===== src/rtl/matrix_led_pwm_scanner.sv =====
// ROWS x COLS LED matrix scanner with per-pixel PWM, inter-row blanking and a
// double-buffered frame store whose bank swap only happens at a frame boundary.
module matrix_led_pwm_scanner #(
    parameter int ROWS         = 8,
    parameter int COLS         = 8,
    parameter int PWM_BITS     = 4,
    parameter int BLANK_CYCLES = 16,
    parameter int SLOT_CYCLES  = 100
) (
    input  logic                     clk,
    input  logic                     reset,
    input  logic                     enable,
    input  logic                     wr_en,
    input  logic [$clog2(ROWS)-1:0]  wr_row,
    input  logic [COLS*PWM_BITS-1:0] wr_data,
    input  logic [COLS-1:0]          wr_mask,
    input  logic                     rd_en,
    input  logic [$clog2(ROWS)-1:0]  rd_row,
    output logic [COLS*PWM_BITS-1:0] rd_data,
    output logic                     rd_valid,
    input  logic                     swap_req,
    output logic                     swap_pending,
    output logic                     front_bank,
    output logic                     frame_start,
    output logic [ROWS-1:0]          row,
    output logic [COLS-1:0]          col
);
    localparam int RW = $clog2(ROWS);
    localparam int DW = COLS * PWM_BITS;
    localparam int P  = BLANK_CYCLES + SLOT_CYCLES * ((1 << PWM_BITS) - 1);
    localparam int TW = $clog2(P);
    localparam int SW = (SLOT_CYCLES > 1) ? $clog2(SLOT_CYCLES) : 1;

    localparam logic [TW-1:0]   T_LAST  = TW'(P - 1);
    localparam logic [TW-1:0]   T_LATCH = TW'(BLANK_CYCLES - 1);
    localparam logic [TW-1:0]   T_DRIVE = TW'(BLANK_CYCLES);
    localparam logic [RW-1:0]   R_LAST  = RW'(ROWS - 1);
    localparam logic [SW-1:0]   S_LAST  = SW'(SLOT_CYCLES - 1);
    localparam logic [ROWS-1:0] ROW_ONE = ROWS'(1);

    logic [DW-1:0]       bank [2][ROWS];
    logic [TW-1:0]       t, t_n;
    logic [RW-1:0]       row_idx, row_idx_n;
    logic [PWM_BITS-1:0] slot, slot_n;
    logic [SW-1:0]       sub, sub_n;
    logic [DW-1:0]       latch, latch_n;
    logic                row_end, boundary, drive_n;
    logic [ROWS-1:0]     row_n;
    logic [COLS-1:0]     col_n;
    logic                wr_ok, rd_ok;

    // Row addresses beyond ROWS only exist when ROWS is not a power of two.
    if ((1 << RW) == ROWS) begin : g_pow2
        assign wr_ok = 1'b1;
        assign rd_ok = 1'b1;
    end else begin : g_npow2
        assign wr_ok = (wr_row <= R_LAST);
        assign rd_ok = (rd_row <= R_LAST);
    end

    // Next-cycle scan position; row/col are registered from these so each
    // cycle's outputs match that cycle's own position and latch.
    always_comb begin
        row_end   = (t == T_LAST);
        boundary  = row_end && (row_idx == R_LAST);
        t_n       = row_end ? '0 : t + 1'b1;
        row_idx_n = row_idx;
        if (row_end) row_idx_n = (row_idx == R_LAST) ? '0 : row_idx + 1'b1;
        latch_n   = (t == T_LATCH) ? bank[front_bank][row_idx] : latch;
        slot_n    = slot;
        sub_n     = sub;
        if (t == T_LATCH || row_end) begin
            slot_n = '0;
            sub_n  = '0;
        end else if (t >= T_DRIVE) begin
            if (sub == S_LAST) begin
                sub_n  = '0;
                slot_n = slot + 1'b1;
            end else begin
                sub_n = sub + 1'b1;
            end
        end
        drive_n = (t_n >= T_DRIVE);
        row_n   = '0;
        col_n   = '0;
        if (enable && drive_n) begin
            row_n = ROW_ONE << row_idx_n;
            for (int c = 0; c < COLS; c++)
                col_n[c] = (latch_n[c*PWM_BITS +: PWM_BITS] > slot_n);
        end
    end

    always_ff @(posedge clk or posedge reset) begin
        if (reset) begin
            for (int b = 0; b < 2; b++)
                for (int r = 0; r < ROWS; r++)
                    bank[b][r] <= '0;
            t            <= '0;
            row_idx      <= '0;
            slot         <= '0;
            sub          <= '0;
            latch        <= '0;
            front_bank   <= 1'b0;
            swap_pending <= 1'b0;
            frame_start  <= 1'b0;
            row          <= '0;
            col          <= '0;
            rd_data      <= '0;
            rd_valid     <= 1'b0;
        end else begin
            t           <= t_n;
            row_idx     <= row_idx_n;
            slot        <= slot_n;
            sub         <= sub_n;
            latch       <= latch_n;
            row         <= row_n;
            col         <= col_n;
            frame_start <= boundary;
            rd_valid    <= rd_en;
            if (rd_en) rd_data <= rd_ok ? bank[~front_bank][rd_row] : '0;
            // Back bank is taken from the pre-edge front_bank, so a write that
            // coincides with a swap lands in the newly displayed bank.
            if (wr_en && wr_ok) begin
                for (int c = 0; c < COLS; c++)
                    if (wr_mask[c])
                        bank[~front_bank][wr_row][c*PWM_BITS +: PWM_BITS] <=
                            wr_data[c*PWM_BITS +: PWM_BITS];
            end
            if (boundary) begin
                if (swap_pending || swap_req) front_bank <= ~front_bank;
                swap_pending <= 1'b0;
            end else if (swap_req) begin
                swap_pending <= 1'b1;
            end
        end
    end
endmodule


===== config.mk =====
export PLATFORM = sky130hd
export DESIGN_NAME = matrix_led_pwm_scanner
export DESIGN_NICKNAME = d
export VERILOG_FILES = /design/src/rtl/matrix_led_pwm_scanner.sv
export SDC_FILE = /design/constraint.sdc
export NUM_CORES = 1
export LEC_CHECK = 0
export ABC_AREA = 0
export BUFFER_PORTS_ARGS = -buffer_cell sky130_fd_sc_hd__buf_4
export CAP_MARGIN = 0
export CORE_AREA = 2 2 222 224
export CTS_CLUSTER_DIAMETER = 80
export DETAILED_ROUTE_END_ITERATION = 10
export DIE_AREA = 0 0 224 226
export GPL_TIMING_DRIVEN = 1
export PLACE_DENSITY = 0.95
export SETUP_SLACK_MARGIN = 0.05
export SLEW_MARGIN = 30
export SYNTH_ARGS = -nofsm -noshare
export SYNTH_HDL_FRONTEND = slang
export SYNTH_SLANG_ARGS = --single-unit

===== constraint.sdc =====
create_clock -name clk -period 42.6 [get_ports clk]
set_clock_uncertainty 0.15 [all_clocks]
set_input_delay 4.26 -clock clk [delete_from_list [all_inputs] [get_ports clk]]
set_output_delay 4.26 -clock clk [all_outputs]
set_load 0.1 [all_outputs]

==> out/metrics.csv <==
stage;metric;value;unit
global_routing;grt_max_degree;173;
setup_path;crit_fanout;74;
timing;slew_headroom;24.9;%
final_layout;nNetsFinal;2304;
place;dpl_worst_slack;34.47;ns
clocking;cts_setup_buffers;0;
yosys;yosysMostFrequentCell;dfrtp_1;
setup_path;cpMaxStageDelayCell;buf_4;
setup_path;worstPathArrival;7.36;ns
yosys;synth_top_area_share;47.9;%
global_routing;gr-total-overflow;0;
setup_path;cp.buffers_inverters;2;
yosys;yosys_warnings;0;
clocking;cts_tree;built;
timing;fin_crit_sh;16.4;%
detailed_routing;first_pass_iters;7;
clocking;clock_sink_count;621;
detailed_routing;wl_per_cell;32.1;um
floorplan;die_h;226;um
floorplan;core_region_area;48300;um2
yosys;synth_nets;2255;
pwr;ir_drop;0.0000455;V
place;place_congestion;0.863;
yosys;synthTopCellsByCount;621 x dfrtp_1, 542 x mux2_2, 308 x mux4_2;
floorplan;die_x;224;um
yosys;synthesis.area;32500;um2
clocking;hold_buffers;0;
setup_path;crit_family;buffers and inverters;
timing;report.final.hold_viol_count;0;
detailed_routing;num_vias;22100;
final_layout;drive_gt1_share;49.1;%
clocking;clockRootBuffer;clkbuf_16;
setup_path;critical-path-max-stage-delay;0.87;ns
setup_path;path_class;in2reg;
clocking;cts-resized-gates;0;
timing;hold_slack;0.346;ns
timing;fin_tns_setup;0;ns
detailed_routing;drt_iter0_markers;3332;
global_routing;grt_pass1_vias;23200;
yosys;yosys.area.top_type;dfrtp_1;
detailed_routing;drc;0;
yosys;synth_flop_cell;dfrtp_1;
yosys;synthCells;2179;
clocking;cts_buffers;61;
clocking;path_clk_slew;0.07;ns
setup_path;startpoint_type;input pin;
detailed_routing;routed_wl;93400;um
final_layout;synthToLayoutAreaGrowth;10.1;%
floorplan;die_area;50600;um2
timing;drv_slew;0;
place;dp_hpwl;55800;um
pwr;cellPowerDensity;44.2;nW/um2
yosys;async_reset_ff_share;100;%
worst_hold_path;worstHoldPathType;reg2reg;
yosys;seq_area_frac_synth;47.9;%
yosys;syn_avg_cell_area;14.9;um2
setup_path;cpMostUsedCell;mux4_2;
clocking;worst_skew_pair.late_latency;0.67;ns
yosys;synth_area_leaders;dfrtp_1 48%, mux4_2 21%, mux2_2 19%;
timing;setup_viol;0;
place;io_buffers;103;
detailed_routing;vias_per_cell;7.62;
clocking;clk_path_buf_depth;3;
floorplan;start_util;67.2;%
setup_path;cp-end-kind;register;
yosys;ys_ff_latch;621;
global_routing;antenna_found_initial;8;
timing;rsz0062_at_grt;false;
status;outcome;completed;
pwr;p_total;1.58;mW
global_routing;grt_first_pass_wirelength;142000;um
yosys;synth_edf_count;0;
floorplan;ios;104;
floorplan;fp-row-count;81;
timing;finalCriticalPeriod;6.97;ns
flow_run;cap_violations;0;
yosys;synth.distinct_cells;69;
timing;worst_pin_slew;1.12;ns
setup_path;path_cells;buf_6 > buf_4 > mux4_2 > mux4_2 > mux2_2;
pwr;power_leakage;15.6;nW
timing;max_freq;144;MHz
setup_path;worstPathRequired;43.00;ns
detailed_routing;postRouteAntennaNets;0;
timing;setup_slack;35.63;ns
clocking;htreeDepth;2;
global_routing;grt_usage;37.7;%
area by class of cell:
cell class              count  area (um2)
well taps                 622         778
diodes                      6        15.0
repair buffers            129        1030
fillers                  2423       12600
clock buffers              97        1890
inverters                  23         100
clock inverters            17         196
multi-input cells        1392       16200
flip-flops and latches    621       15500
worst register-to-register path: cells and delay by family (launching register included):
kind / cells / cell delay (ns)
compound gates: 4 / 1.02
fa+ha+maj: 1 / 0.34
buf+inv: 2 / 1.45
flops: 1 / 0.86
mux: 2 / 1.17
simple gates: 4 / 0.39
layout by cell type, fill, tap and decap left out, drive strengths merged, types with 3 or more instances in the layout:
| cell type | count |
|---|---|
| and2 | 16 |
| o21ai | 19 |
| nand4b | 3 |
| xor2 | 7 |
| mux4 | 308 |
| inv | 22 |
| nor3 | 25 |
| nand3 | 25 |
| xnor2 | 6 |
| clkbuf | 97 |
| dfrtp | 621 |
| nor2 | 87 |
| o311ai | 3 |
| o221a | 3 |
| or3 | 8 |
| bufinv | 4 |
| a221o | 4 |
| mux2i | 16 |
| nand4 | 6 |
| diode | 6 |
| o31ai | 3 |
| a2111oi | 5 |
| buf | 129 |
| o21a | 6 |
| nor2b | 8 |
| a221oi | 7 |
| mux2 | 545 |
| nand2b | 7 |
| a22oi | 4 |
| nand2 | 194 |
| clkinv | 14 |
| and3 | 3 |
| a211oi | 4 |
| a21o | 5 |
| a21oi | 14 |
| nor4 | 8 |
| ha | 24 |
power by group:
| part | switching, mW | internal, mW | leakage [nW] |
|---|---|---|---|
| clock network | 0.243 | 0.328 | 1.04 |
| logic | 0.161 | 0.128 | 6.45 |
| registers | 0.0620 | 0.657 | 8.15 |
| total | 0.466 | 1.11 | 15.6 |
routing by layer:
layer	global-route usage, %	part of all wire [%]
met5	0	0.10
met1	48.0	34
met3	13.0	13
met4	20.2	6.1
met2	58.0	47
cell families (layout without fill, tap and decap cells):
kind of cell	Yosys count	after routing	synth area share, %
mux	869	869	40.8
flops	621	621	47.9
simple gates	399	399	5.55
buf+inv	166	266	2.44
compound gates	87	87	2.10
fa+ha+maj	24	24	0.925
xor+xnor	13	13	0.351
other cells	0	6	0
registers in the layout, summed over array words and instances, names as in the netlist, 3 cells and up:
name and flops:
latch 32, rd_data 32, col 8, t 11
row 8, row_idx 3, bank 512, sub 7
slot 4
metrics by stage:
step,instances,utilization (%),instance area [um2]
6_report,2907,73.9,35700
2_1_floorplan,2179,-,32500
4_1_cts,2900,73.8,35700
3_3_place_gp,2786,69.4,33600
5_1_grt,2904,73.9,35700
3_5_place_dp,2786,69.4,33600
final timing paths:
path	slack, ns	start	cells after the start	endpoint
max	35.63	rd_row[0]	5	rd_data[19]
min	0.35	latch[3]	2	latch[3]
max reg2reg	37.13	front_bank	13	col[2]
min reg2reg	0.35	latch[3]	2	latch[3]
max in group asynchronous	35.85	reset	6	bank[76]
min in group asynchronous	3.48	reset	2	row_idx[0]
Note: power is estimated with default switching activity, not from simulation.
